`config.mk`:
```
export PLATFORM = sky130hd
export DESIGN_NAME = alu_pipe_flat
export DESIGN_NICKNAME = d
export VERILOG_FILES = /design/src/rtl/alu_pkg.sv /design/src/rtl/alu_pipe_if.sv /design/src/rtl/hack_core.sv /design/src/rtl/alu_pipe.sv /design/src/flat_wrapper.sv
export SDC_FILE = /design/constraint.sdc
export NUM_CORES = 1
export LEC_CHECK = 0
export CAP_MARGIN = 20
export CORE_MARGIN = 5
export CORE_UTILIZATION = 62
export CTS_CLUSTER_DIAMETER = 150
export DETAILED_ROUTE_END_ITERATION = 6
export PLACE_DENSITY = 0.84
export SYNTH_ARGS = -nofsm -noshare
export SYNTH_HDL_FRONTEND = slang
export SYNTH_HIERARCHICAL = 1
export SYNTH_SLANG_ARGS = --single-unit
```
`constraint.sdc`:
```
create_clock -name clk -period 9.23 [get_ports clk]
set_input_delay 2.769 -clock clk [delete_from_list [all_inputs] [get_ports clk]]
set_output_delay 2.769 -clock clk [all_outputs]
set_load 0.02 [all_outputs]
```
`src/rtl/alu_pkg.sv`:
```
// alu_pkg: shared mode/state encodings and common Hack control words
package alu_pkg;
  typedef enum logic [1:0] {MODE_HACK = 2'b00, MODE_MUL = 2'b01, MODE_SHL = 2'b10, MODE_SRA = 2'b11} mode_t;
  typedef enum logic [1:0] {S_IDLE, S_RUN, S_DONE} state_t;
  localparam logic [5:0] C_ZERO = 6'b101010;
  localparam logic [5:0] C_XPLUSY = 6'b000010;
  localparam logic [5:0] C_XMINUSY = 6'b010011;
endpackage

```
`src/rtl/alu_pipe_if.sv`:
```
// alu_pipe_if: command and result handshake bundle for alu_pipe
interface alu_pipe_if #(parameter int WIDTH = 16) ();
  logic in_valid, in_ready, out_valid, out_ready, zr, ng, co;
  logic [WIDTH-1:0] x, y, out;
  logic [5:0] ctrl;
  logic [1:0] mode;
  modport master (output in_valid, x, y, ctrl, mode, out_ready, input in_ready, out_valid, out, zr, ng, co);
  modport slave (input in_valid, x, y, ctrl, mode, out_ready, output in_ready, out_valid, out, zr, ng, co);
endinterface

```
`src/rtl/hack_core.sv`:
```
// hack_core: combinational Hack ALU function with adder carry-out
module hack_core #(parameter int WIDTH = 16) (
  input  logic [WIDTH-1:0] x,
  input  logic [WIDTH-1:0] y,
  input  logic [5:0]       ctrl,
  output logic [WIDTH-1:0] out,
  output logic             co
);
  logic [WIDTH-1:0] xz, yz, xa, ya, r;
  logic [WIDTH:0] s;
  assign xz = ctrl[5] ? '0 : x;
  assign xa = ctrl[4] ? ~xz : xz;
  assign yz = ctrl[3] ? '0 : y;
  assign ya = ctrl[2] ? ~yz : yz;
  assign s = {1'b0, xa} + {1'b0, ya};
  assign r = ctrl[1] ? s[WIDTH-1:0] : xa & ya;
  assign out = ctrl[0] ? ~r : r;
  // carry is taken before the final inversion
  assign co = ctrl[1] & s[WIDTH];
endmodule

```
`src/rtl/alu_pipe.sv`:
```
// alu_pipe: handshaked Hack ALU with multi-cycle multiply and shift modes
module alu_pipe import alu_pkg::*; #(
  parameter int WIDTH = 16,
  parameter int CW = $clog2(WIDTH) + 1
) (
  input logic clk,
  input logic reset,
  alu_pipe_if.slave bus
);
  localparam logic [CW-1:0] WC = CW'(WIDTH);
  localparam logic [WIDTH-1:0] WY = WIDTH'(WIDTH);
  state_t state;
  mode_t md;
  logic [WIDTH-1:0] a, b, m, nxt, res, h_out;
  logic [CW-1:0] cnt, n;
  logic h_co, load;
  hack_core #(.WIDTH(WIDTH)) core (.x(bus.x), .y(bus.y), .ctrl(bus.ctrl), .out(h_out), .co(h_co));
  assign bus.in_ready = state == S_IDLE;
  assign bus.out_valid = state == S_DONE;
  always_comb begin
    n = bus.y >= WY ? WC : bus.y[CW-1:0];
    nxt = md == MODE_MUL ? a + (b[0] ? m : '0) : md == MODE_SHL ? a << 1 : {a[WIDTH-1], a[WIDTH-1:1]};
    res = state == S_RUN ? nxt : bus.mode == MODE_HACK ? h_out : bus.x;
    // single-cycle paths (HACK, zero-length shift) finish straight from IDLE
    load = state == S_RUN ? cnt == CW'(1)
         : state == S_IDLE && bus.in_valid && (bus.mode == MODE_HACK || (bus.mode != MODE_MUL && n == '0));
  end
  always_ff @(posedge clk) begin
    if (reset) begin
      state <= S_IDLE;
      md <= MODE_HACK;
      cnt <= '0;
      a <= '0;
      b <= '0;
      m <= '0;
      bus.out <= '0;
      bus.zr <= 1'b0;
      bus.ng <= 1'b0;
      bus.co <= 1'b0;
    end else begin
      if (load) begin
        bus.out <= res;
        bus.zr <= res == '0;
        bus.ng <= res[WIDTH-1];
        bus.co <= state == S_IDLE && bus.mode == MODE_HACK && h_co;
      end
      case (state)
        S_IDLE: if (bus.in_valid) begin
          md <= mode_t'(bus.mode);
          a <= bus.mode == MODE_MUL ? '0 : bus.x;
          m <= bus.x;
          b <= bus.y;
          cnt <= bus.mode == MODE_MUL ? WC : n;
          state <= load ? S_DONE : S_RUN;
        end
        S_RUN: begin
          a <= nxt;
          m <= m << 1;
          b <= b >> 1;
          cnt <= cnt - 1'b1;
          if (cnt == CW'(1)) state <= S_DONE;
        end
        default: if (bus.out_ready) state <= S_IDLE;
      endcase
    end
  end
endmodule

```
`src/flat_wrapper.sv`:
```
// flat-port wrapper written by rule: the top's interface ports become plain ports
module alu_pipe_flat import alu_pkg::*;
#(
  parameter int WIDTH = 16,
  parameter int CW = $clog2(WIDTH) + 1
)
  (clk, reset, bus_in_valid, bus_x, bus_y, bus_ctrl, bus_mode, bus_out_ready, bus_in_ready, bus_out_valid, bus_out, bus_zr, bus_ng, bus_co);
  alu_pipe_if #(.WIDTH(WIDTH)) bus_i ();
  input logic clk;
  input logic reset;
  input wire logic [$bits(bus_i.in_valid)-1:0] bus_in_valid;
  input wire logic [$bits(bus_i.x)-1:0] bus_x;
  input wire logic [$bits(bus_i.y)-1:0] bus_y;
  input wire logic [$bits(bus_i.ctrl)-1:0] bus_ctrl;
  input wire logic [$bits(bus_i.mode)-1:0] bus_mode;
  input wire logic [$bits(bus_i.out_ready)-1:0] bus_out_ready;
  output wire logic [$bits(bus_i.in_ready)-1:0] bus_in_ready;
  output wire logic [$bits(bus_i.out_valid)-1:0] bus_out_valid;
  output wire logic [$bits(bus_i.out)-1:0] bus_out;
  output wire logic [$bits(bus_i.zr)-1:0] bus_zr;
  output wire logic [$bits(bus_i.ng)-1:0] bus_ng;
  output wire logic [$bits(bus_i.co)-1:0] bus_co;
  assign bus_i.in_valid = bus_in_valid;
  assign bus_i.x = bus_x;
  assign bus_i.y = bus_y;
  assign bus_i.ctrl = bus_ctrl;
  assign bus_i.mode = bus_mode;
  assign bus_i.out_ready = bus_out_ready;
  assign bus_in_ready = bus_i.in_ready;
  assign bus_out_valid = bus_i.out_valid;
  assign bus_out = bus_i.out;
  assign bus_zr = bus_i.zr;
  assign bus_ng = bus_i.ng;
  assign bus_co = bus_i.co;
  alu_pipe #(.WIDTH(WIDTH), .CW(CW)) u_core (.clk(clk), .reset(reset), .bus(bus_i));
endmodule
```
* Word level (Yosys, flattened, before mapping) *
Index checks and enable logic that the tools add are counted.

storage, ports and cells
  flip-flop bits (word level) = 76
  bits of input ports = 44
  word-level logic and storage cells = 71

cells by class
  add/sub/neg operators = 3
  order comparisons = 1
  eq/ne operators = 9
  multiplexer cells = 28
  bitwise operators = 5
  reductions and logical operators = 15

operator list
  kind                                                                count
  two-way mux 16 bit                                                  15
  one-hot mux 16 bit (2 select lines)                                 3
  inverter 16 bit                                                     3
  adder 16 x 16 -> 17 bit                                             1
  adder 16 bit                                                        1
  AND 16 bit                                                          1
  greater-or-equal comparator 16 x 5 -> 1 bit, second input constant  1
  logical NOT 16 bit                                                  1
  two-way mux 5 bit                                                   3
  one-hot mux 5 bit (2 select lines)                                  1
  two-way mux 2 bit                                                   4
  equality test 2 x 1 -> 1 bit, second input constant                 3
  equality test 5 x 1 -> 1 bit, second input constant                 1
  logical AND 1 bit                                                   5
  logical NOT 5 bit                                                   1
  subtractor 5 x 1 -> 5 bit, second input constant                    1
  equality test 2 bit, second input constant                          2
  logical NOT 2 bit                                                   2
  != test 2 bit, second input constant                                2
  one-hot mux 2 bit (2 select lines)                                  1
  AND reduction 2 bit                                                 2
  AND reduction 3 bit                                                 1
  nonzero test 3 bit                                                  1
  != test 2 x 1 -> 1 bit, second input constant                       1
  4 further kinds                                                     4

* Logic depth before layout (Yosys ltp) *
Gate-level depths: netlist of the first run.

  depth after elaboration = 10
  mapped depth = 17
  mapped depth without buffers = 17

* By module *
Netlist of the first run, hierarchy kept.

modules (own cells, without submodules)
  module     instances  cells each  area an instance (um^2)
  alu_pipe   1          658         4962.3
  hack_core  1          240         1711.6

* Least setup slack after synthesis of the first run *
No wires, ideal clock.

  kind = input to register
  start = input bus_ctrl[4]
  end = register u_core.bus.zr
  arrival = 6.215 ns
  required time = 9.146 ns
  path slack = 2.931 ns
  stages = 17
  path buffers = 2
  cell sequence = clkbuf_1 clkbuf_1 xnor2_1 fa_1 a21oi_1 o21ai_0 a21bo_2 nand4b_1 nor3b_1 xnor2_1 a211oi_1 o2bb2ai_1 nor3_1 nand2_1 nor4_1 nand4_1 o31ai_2

on the way
  word-level cells in the longest chain between the ends = 8
  elaborated cells between the ends (all ways) = 9
  those cells by class = 1 x add/sub; 5 x mux; 2 x bitwise; 1 x reduce/logical

RTL lines
  what                                                          line                              source
  start, declared                                               flat_wrapper.sv:14                input wire logic [$bits(bus_i.ctrl)-1:0] bus_ctrl;
  two-way mux 16 bit (*)                                        hack_core.sv:12                   assign xa = ctrl[4] ? ~xz : xz;
  adder 16 x 16 -> 17 bit / AND 16 bit (equally long branches)  hack_core.sv:15, hack_core.sv:16
  two-way mux 16 bit (*)                                        hack_core.sv:16                   assign r = ctrl[1] ? s[WIDTH-1:0] : xa & ya;
  inverter 16 bit                                               hack_core.sv:17                   assign out = ctrl[0] ? ~r : r;
  two-way mux 16 bit (*)                                        hack_core.sv:17
  via u_core.h_out[8]                                           alu_pipe.sv:14                    logic [WIDTH-1:0] a, b, m, nxt, res, h_out;
  two-way mux 16 bit (*) (2 in a row)                           alu_pipe.sv:23                    res = state == S_RUN ? nxt : bus.mode == MODE_HACK ? h_out : bus.x;
  logical NOT 16 bit (*)                                        alu_pipe.sv:43                    bus.zr <= res == '0;
  end signal, assigned                                          alu_pipe.sv:37                    bus.zr <= 1'b0;
  end signal, assigned                                          alu_pipe.sv:43
  end, declared                                                 alu_pipe_if.sv:8                  modport slave (input in_valid, x, y, ctrl, mode, out_ready, output in_ready, out_valid, out, zr, ng, co);

Mark *: on every way through the listed nets, which the timed path passes. The rest lies on a longest branch.
A chain may end at the register's enable or synchronous reset.

* Worst setup path after layout of the first run *
Same ends and word-level chain as after synthesis.

==> summary.md, run 1 <==
| Metric | Value |
|---|---|
| PostCTS Resize Cnt | `0` |
| GR Util met2 | `54.3%` |
| Vias in the first global route | `6740` |
| RR Startpoint | `u_core/b[0]$_SDFFE_PP0P_` |
| Total number of vias | `7033` |
| Setup crit end kind | `flip-flop` |
| CP startpoint kind | `input pin` |
| Net Count, Synth | `977` |
| Clock sink total | `75` |
| Clock root buffer | `clkbuf_8` |
| XOR/XNOR Fraction of Synth Area | `8.40%` |
| Synth Area in Adders | `6.79%` |
| RSZ-0062 raised after global routing | `no` |
| Reg2reg setup slack | `5.67 ns` |
| Synth Area in Simple Gates | `27.3%` |
| Post-CTS Setup Inserts | `0` |
| Setup CP Type | `input pin to flip-flop` |
| Chip width | `114 µm` |
| Peak VDD IR | `0.117 mV` |
| Max Clk Rate | `147 MHz` |
| Hold Slack | `0.454 ns` |
| Nets | `996` |
| Met1 Use GR | `38.5%` |
| HP Start | `u_core/bus.co$_SDFFE_PP0P_` |
| First-pass GRT wire length | `33300 µm` |
| Status | `finished with violations` |
| Filler cells | `876` |
| Worst Skew | `0.0212 ns` |
| Min Tclk post-route | `6.81 ns` |
| Rows | `37` |
| Sequential share of the synthesized area | `22.5%` |
| Failing checks | `DRC` |
| Share of layout cells above drive strength 1 | `5.75%` |
| Most used cell, CP | `xnor2_1` |
| Most used routing layer | `met2` |
| Router iterations before antenna repair | `7` |
| Avg Cell Area, Syn | `7.43 µm²` |
| Cts bufs inserted | `9` |
| Asr flop ratio synth | `0%` |
| DR WL/cell | `19.7 µm` |
| GP Congestion | `0.926` |
| Mux contribution to synthesized area | `5.08%` |
| Pre-CTS setup slack | `2.11 ns` |
| DIE AREA | `12900 µm²` |
| Number of synthesized flops with an enable pin | `0` |
| Final Hold Fails | `0` |
| I/O pin count | `65` |
| Gr ovfl total | `0` |
| Core area | `10400 µm²` |
| CP Cell Sequence | `clkdlybuf4s50_1 -> xnor2_1 -> ha_1 -> fa_1 -> a21oi_1 -> o21ai_0 -> a21bo_2 -> nand4b_1 -> nor3b_1 -> xnor2_1 -> a211oi_1 -> o2bb2ai_1 -> nor3_1 -> nand2_1 -> nor4_1 -> nand4_1 -> o31ai_2` |
| IO buf count | `64` |
| Power Dens Cells | `152 nW/µm²` |
| Largest family of logic cells by synthesized area | `simple AND/OR/NAND/NOR gates` |
| CTS clk-pin slew, worst paths | `0.09 ns` |
| Drt total wl | `20800 µm` |
| Post-DP HPWL | `15100 µm` |
| Fin worst setup slack | `2.42 ns` |
| # hold bufs at CTS | `0` |
| Clk Latency, worst-skew pair | `0.39 ns` |
| Pin count of the biggest net entering global routing | `82` |
| Pleak | `0.00283 µW` |
| Final Util | `72.2%` |
| YS warnings | `6` |
| Initial antenna violation count | `0` |
| Most common cell after layout, fill and taps aside | `nand2_1` |
| Number of synthesized register bits | `75` |
| Max Slew Vio Count | `0` |
| Slew margin rel. | `31.3%` |
| All-Layer GR Usage | `31.8%` |
| TritonCTS clock tree | `built` |
| DRC | `11` |
| Worst hold path class | `flip-flop to flip-flop` |
| Arr. time, crit path | `7.12 ns` |
| Vias per cell | `6.65` |
| Initial Utilization | `64.1%` |
| Final setup violation count | `0` |
| Crit path required time | `9.54 ns` |
| Post-synthesis compound-gate area fraction | `25.3%` |
| Final period util | `73.8%` |
| Routed Antenna Nets | `0` |
| Slew of the pin with the lowest slew margin | `1.03 ns` |
| Total power | `1140 µW` |
| Ant diodes | `0` |
| Worst setup path start | `bus_ctrl[4]` |
| Max incr delay on CP | `1.04 ns` |
| 1st-iter DRT viols | `795` |
| CTS HTree Levels | `3` |
| Distinct cells, synth | `73` |
| Synthesized cell area | `6670 µm²` |
| Slowest CP cell | `clkdlybuf4s50_1` |
| Grt met3 use | `5.25%` |
| Layout area overhead | `12.6%` |
| Chip height | `114 µm` |
| Mapped Cells | `898` |
| Setup TNS | `0 ns` |
| Clock buffer depth | `2` |
| Main flop type after synthesis | `dfxtp_1` |
| Most frequent cells in the layout | `nand2_1 (108), nor2_1 (98), dfxtp_1 (75), clkdlybuf4s50_1 (63), a21oi_1 (61)` |
| Max_cap viols | `0` |
| Max Fanout on Critical Path | `16` |
==> worst paths after layout <==
check	endpoint	depth (start not counted)
max	u_core/bus.zr$_SDFFE_PP0P_	17
min	u_core/bus.co$_SDFFE_PP0P_	2
max reg2reg	u_core/bus.zr$_SDFFE_PP0P_	11
min reg2reg	u_core/bus.co$_SDFFE_PP0P_	2
==> report_power, final <==
part / internal, µW / leakage, µW / total, µW / switching, µW
clock: 130 / 0.000107 / 278 / 149
sequential: 357 / 0.000619 / 391 / 34.0
combinational: 197 / 0.00211 / 475 / 278
==> worst max-delay path, delay by kind of cell <==
kind / cells / cell delay, ns
AOI/OAI and AO/OA: 6 / 1.19
adders and majority gates: 2 / 0.72
buffers and inverters: 1 / 1.04
xor gates and xnor gates: 2 / 0.25
and+or+nand+nor: 6 / 1.14
==> area by class of cell <==
cell class / count / area (µm²) / share of cell area [%]
Clock inverter: 7 / 81.3 / 1.08
Inverter: 10 / 37.5 / 0.499
Tap cell: 136 / 170 / 2.26
Multi-Input combinational cell: 747 / 4890 / 65.1
Sequential cell: 75 / 1500 / 20.0
Clock buffer: 9 / 124 / 1.65
Timing Repair Buffer: 74 / 711 / 9.45
==> flip-flops by register name (all words and copies together) (netlist names) <==
signal	count
u_core/a	16
u_core/m	16
u_core/bus.out	16
u_core/bus.co	1
u_core/bus.zr	1
u_core/cnt	5
u_core/state	2
u_core/md	2
u_core/b	16
==> kinds of logic after synthesis <==
group                      Yosys count
AOI/OAI and AO/OA                  244
xor gates and xnor gates            64
adders and majority gates           35
buffers and inverters               76
DFF                                 75
muxes                               33
and+or+nand+nor                    371
==> layer usage <==
layer | up-vias | share of wire [%]
met5 | - | 0
met4 | 0 | 4.1
met3 | 79 | 8.6
met2 | 398 | 48
met1 | 3264 | 39
li1 | 3292 | -
==> synthesized netlist by cell type, types with 10 or more instances <==
cell      number  area [µm²]
ha_1          33         413
a31oi_1       10        62.6
nor2_1        99         372
nand2b_1      37         231
clkbuf_1      47         176
nor3_1        13        65.1
mux2i_1       26         260
inv_1         10        37.5
a21oi_1       61         305
a211oi_1      22         165
buf_2         12        60.1
o21ai_0       39         195
xnor2_1       55         482
a311oi_1      36         315
a21o_1        13        97.6
nand3_1       22         110
nor2b_1       14        87.6
and2_1        18         113
dfxtp_1       75        1500
nand2_1      108         405
==> stage by stage <==
step,std cells,instance area (µm²)
4_1_cts,1058,7520
3_3_place_gp,1042,7310
2_1_floorplan,898,6670
6_report,1058,7520
5_1_grt,1058,7520
3_5_place_dp,1042,7310
(Power assumes the default switching activity.)
==> inputs of run 2 (changes only) <==
--- a/config.mk
+++ b/config.mk
@@ -7,10 +7,10 @@
 export LEC_CHECK = 0
 export CAP_MARGIN = 20
 export CORE_MARGIN = 5
-export CORE_UTILIZATION = 62
+export CORE_UTILIZATION = 59
 export CTS_CLUSTER_DIAMETER = 150
 export DETAILED_ROUTE_END_ITERATION = 6
-export PLACE_DENSITY = 0.84
+export PLACE_DENSITY = 0.8
 export SYNTH_ARGS = -nofsm -noshare
 export SYNTH_HDL_FRONTEND = slang
 export SYNTH_HIERARCHICAL = 1
==> constraint.sdc (replaced) <==
create_clock -name clk -period 6.7 [get_ports clk]
set_input_delay 2.01 -clock clk [delete_from_list [all_inputs] [get_ports clk]]
set_output_delay 2.01 -clock clk [all_outputs]
set_load 0.02 [all_outputs]
==> run 2 against run 1 <==
Compared with the run above:
- the flow now finishes without violations
- design area is 1.6% higher
- setup slack worse by 1.7 ns
- via count fell by 0.60%
- critical path depth rose by 1
- first-iteration DRC count decreased by 2.4%
- non-clock buffer count up 3
- routed wire length grew 0.91%
- utilization is 2.6 points lower
- sequential share of layout area is 0.31 points lower
- clock skew is 0.0092 ns lower
- worst hold slack about the same
- die area grew 4.6%
- largest cell class unchanged
==> summary.md, run 2 (same netlist as run 1, synthesis figures left out) <==
| Metric | Value |
|---|---|
| Slew of the pin with the lowest slew margin | `1.08 ns (+0.0471 ns)` |
| Reg2reg path depth | `11 (unchanged)` |
| Share of layout cells above drive strength 1 | `6.16% (+0.41 points)` |
| Setup crit end kind | `flip-flop` |
| Chip height | `116 µm (+2.3%)` |
| Max Fanout on Critical Path | `16 (unchanged)` |
| Max incr delay on CP | `0.58 ns (-0.46 ns)` |
| Setup CP Type | `input pin to flip-flop` |
| Min Tclk post-route | `5.95 ns` |
| Post-CTS Setup Inserts | `0 (unchanged)` |
| Hold Slack | `0.454 ns (-0.000135 ns)` |
| Routed Antenna Nets | `0 (unchanged)` |
| CP Cell Sequence | `clkdlybuf4s50_1 -> nand2b_1 -> xnor2_1 -> ha_1 -> fa_1 -> a21oi_1 -> o21ai_0 -> a21bo_2 -> nand4b_1 -> nor3b_1 -> xnor2_1 -> a211oi_1 -> o2bb2ai_1 -> nor3_1 -> nand2_1 -> nor4_1 -> nand4_1 -> o31ai_2` |
| Clk pwr share | `28.5% (+4.2 points)` |
| Peak VDD IR | `0.169 mV (+45%)` |
| Cts bufs inserted | `9 (unchanged)` |
| Rows | `38 (+2.7%)` |
| Max Clk Rate | `168 MHz` |
| Clock root buffer | `clkbuf_16` |
| Gr ovfl total | `0 (unchanged)` |
| Total number of vias | `6991 (-0.60%)` |
| Most common cell after layout, fill and taps aside | `nand2_1` |
| All-Layer GR Usage | `31.1% (-0.70 points)` |
| Slew margin rel. | `28.3% (-3.0 points)` |
| IO buf count | `64 (unchanged)` |
| Int Pwr | `1020 µW (+49%)` |
| Post-DP HPWL | `15200 µm (+0.85%)` |
| Max_cap viols | `0 (unchanged)` |
| Power Dens Cells | `219 nW/µm² (+44%)` |
| Crit path required time | `6.97 ns (-2.57 ns)` |
| Logic gate share of total power | `39.3% (-2.2 points)` |
| CTS HTree Levels | `3 (unchanged)` |
| Slowest CP cell | `clkdlybuf4s50_1` |
| I/O pin count | `65 (unchanged)` |
| DIE AREA | `13500 µm² (+4.6%)` |
| Pleak | `0.00289 µW (+2.1%)` |
| Router iterations before antenna repair | `6 (-1)` |
| Pin count of the biggest net entering global routing | `77 (-6.1%)` |
| Arr. time, crit path | `6.22 ns (-0.90 ns)` |
| Initial Utilization | `60.8% (-3.3 points)` |
| Clock buffer depth | `2 (unchanged)` |
| DR WL/cell | `19.7 µm (+0.25%)` |
| Worst hold path class | `flip-flop to flip-flop` |
| DRC | `0 (-11)` |
| Setup TNS | `0 ns (unchanged)` |
| Worst Skew | `0.0121 ns (-0.00918 ns)` |
| PostCTS Resize Cnt | `0 (unchanged)` |
| Initial antenna violation count | `0 (unchanged)` |
| TritonCTS clock tree | `built` |
| Switch share | `38.9% (-1.3 points)` |
| Core area | `11000 µm² (+5.4%)` |
| Layout area overhead | `14.4%` |
| Final Hold Fails | `0 (unchanged)` |
| Vias per cell | `6.56 (-1.3%)` |
| Most used cell, CP | `xnor2_1` |
| RSZ-0062 raised after global routing | `no` |
| # hold bufs at CTS | `0 (unchanged)` |
| GP Congestion | `0.940 (+1.4%)` |
| Final setup violation count | `0 (unchanged)` |
| Nets | `999 (+0.30%)` |
| Chip width | `116 µm (+2.3%)` |
| Ant diodes | `0 (unchanged)` |
| Most frequent cells in the layout | `nand2_1 (108), nor2_1 (98), dfxtp_1 (75), clkdlybuf4s50_1 (63), a21oi_1 (60)` |
| Pre-CTS setup slack | `0.418 ns (-1.70 ns)` |
| Clock sink total | `75 (unchanged)` |
| Drt total wl | `21000 µm (+0.91%)` |
| Vias in the first global route | `6700 (-0.59%)` |
| CP startpoint kind | `input pin` |
| First-pass GRT wire length | `33600 µm (+0.97%)` |
| Status | `complete, no violations` |
| Reg power frac | `32.2% (-2.0 points)` |
| 1st-iter DRT viols | `776 (-2.4%)` |
| Max Slew Vio Count | `0 (unchanged)` |
| Fin worst setup slack | `0.750 ns (-1.67 ns)` |
| Hold Path Stages | `2 (unchanged)` |
| Clk Latency, worst-skew pair | `0.35 ns (-0.04 ns)` |
| Sw Pwr | `651 µW (+41%)` |
| CTS clk-pin slew, worst paths | `0.07 ns (-0.02 ns)` |
| Final period util | `88.8%` |
| Reg2reg setup slack | `3.11 ns (-2.56 ns)` |
-- run 2: cell types whose count changed in the layout (fill, tap and decap cells not counted), sizes merged --
cell,change
bufinv,-1
clkinv,+1
buf,+3
-- run 2: worst max-delay path: cells and delay by family --
family | cells | cell delay (ns)
AO/OA/AOI/OAI | 6 | 1.24
XOR/XNOR | 2 | 0.27
adder cells (fa/ha/maj) | 2 | 0.65
buffers and inverters | 1 | 0.58
AND/OR/NAND/NOR | 7 | 1.44
-- run 2: power by group through the flow --
stage / Clock [µW] / Sequential, µW / Combinational (µW)
CTS: 482 / 536 / 643
detailed placement: 0 / 546 / 638
global route: 506 / 544 / 715
finish: 477 / 538 / 658
floorplan: 0 / 537 / 467
global placement: 0 / 544 / 620
-- run 2: worst paths after layout --
kind                             startpoint                             end
min reg2reg  u_core/bus.out[0]$_SDFFE_PP0P_  u_core/bus.out[0]$_SDFFE_PP0P_
max reg2reg        u_core/b[0]$_SDFFE_PP0P_      u_core/bus.zr$_SDFFE_PP0P_
max                             bus_ctrl[3]      u_core/bus.zr$_SDFFE_PP0P_
min          u_core/bus.out[0]$_SDFFE_PP0P_  u_core/bus.out[0]$_SDFFE_PP0P_
-- run 2: stage by stage --
step           util, %  cell area, µm²  total power (µW)  instances
6_report          69.5            7640              1670       1065
2_1_floorplan        -            6670              1000        898
4_1_cts           69.3            7610              1660       1064
3_5_place_dp      66.7            7330              1180       1048
3_3_place_gp      66.7            7330              1160       1048
5_1_grt           69.5            7640              1760       1065
-- run 2: routing by layer --
metal  part of all wire, %  routed length (µm)  GRT usage, %  vias to the layer above
li1                      -                   -             -                     3296
met2                    48               10100          52.3                      388
met3                   8.8                1840          6.22                       73
met5                     0                   0             0                        -
met4                   3.7                 778          14.2                        0
met1                    39                8260          38.3                     3234
-- run 2: cell type report --
cell class / count / area (µm²)
well taps: 140 / 175
repair buffers: 77 / 753
flip-flops and latches: 75 / 1500
inverters: 10 / 37.5
clock inverters: 7 / 56.3
clock buffers: 9 / 225
multi-input cells: 747 / 4890
fillers: 919 / 3350
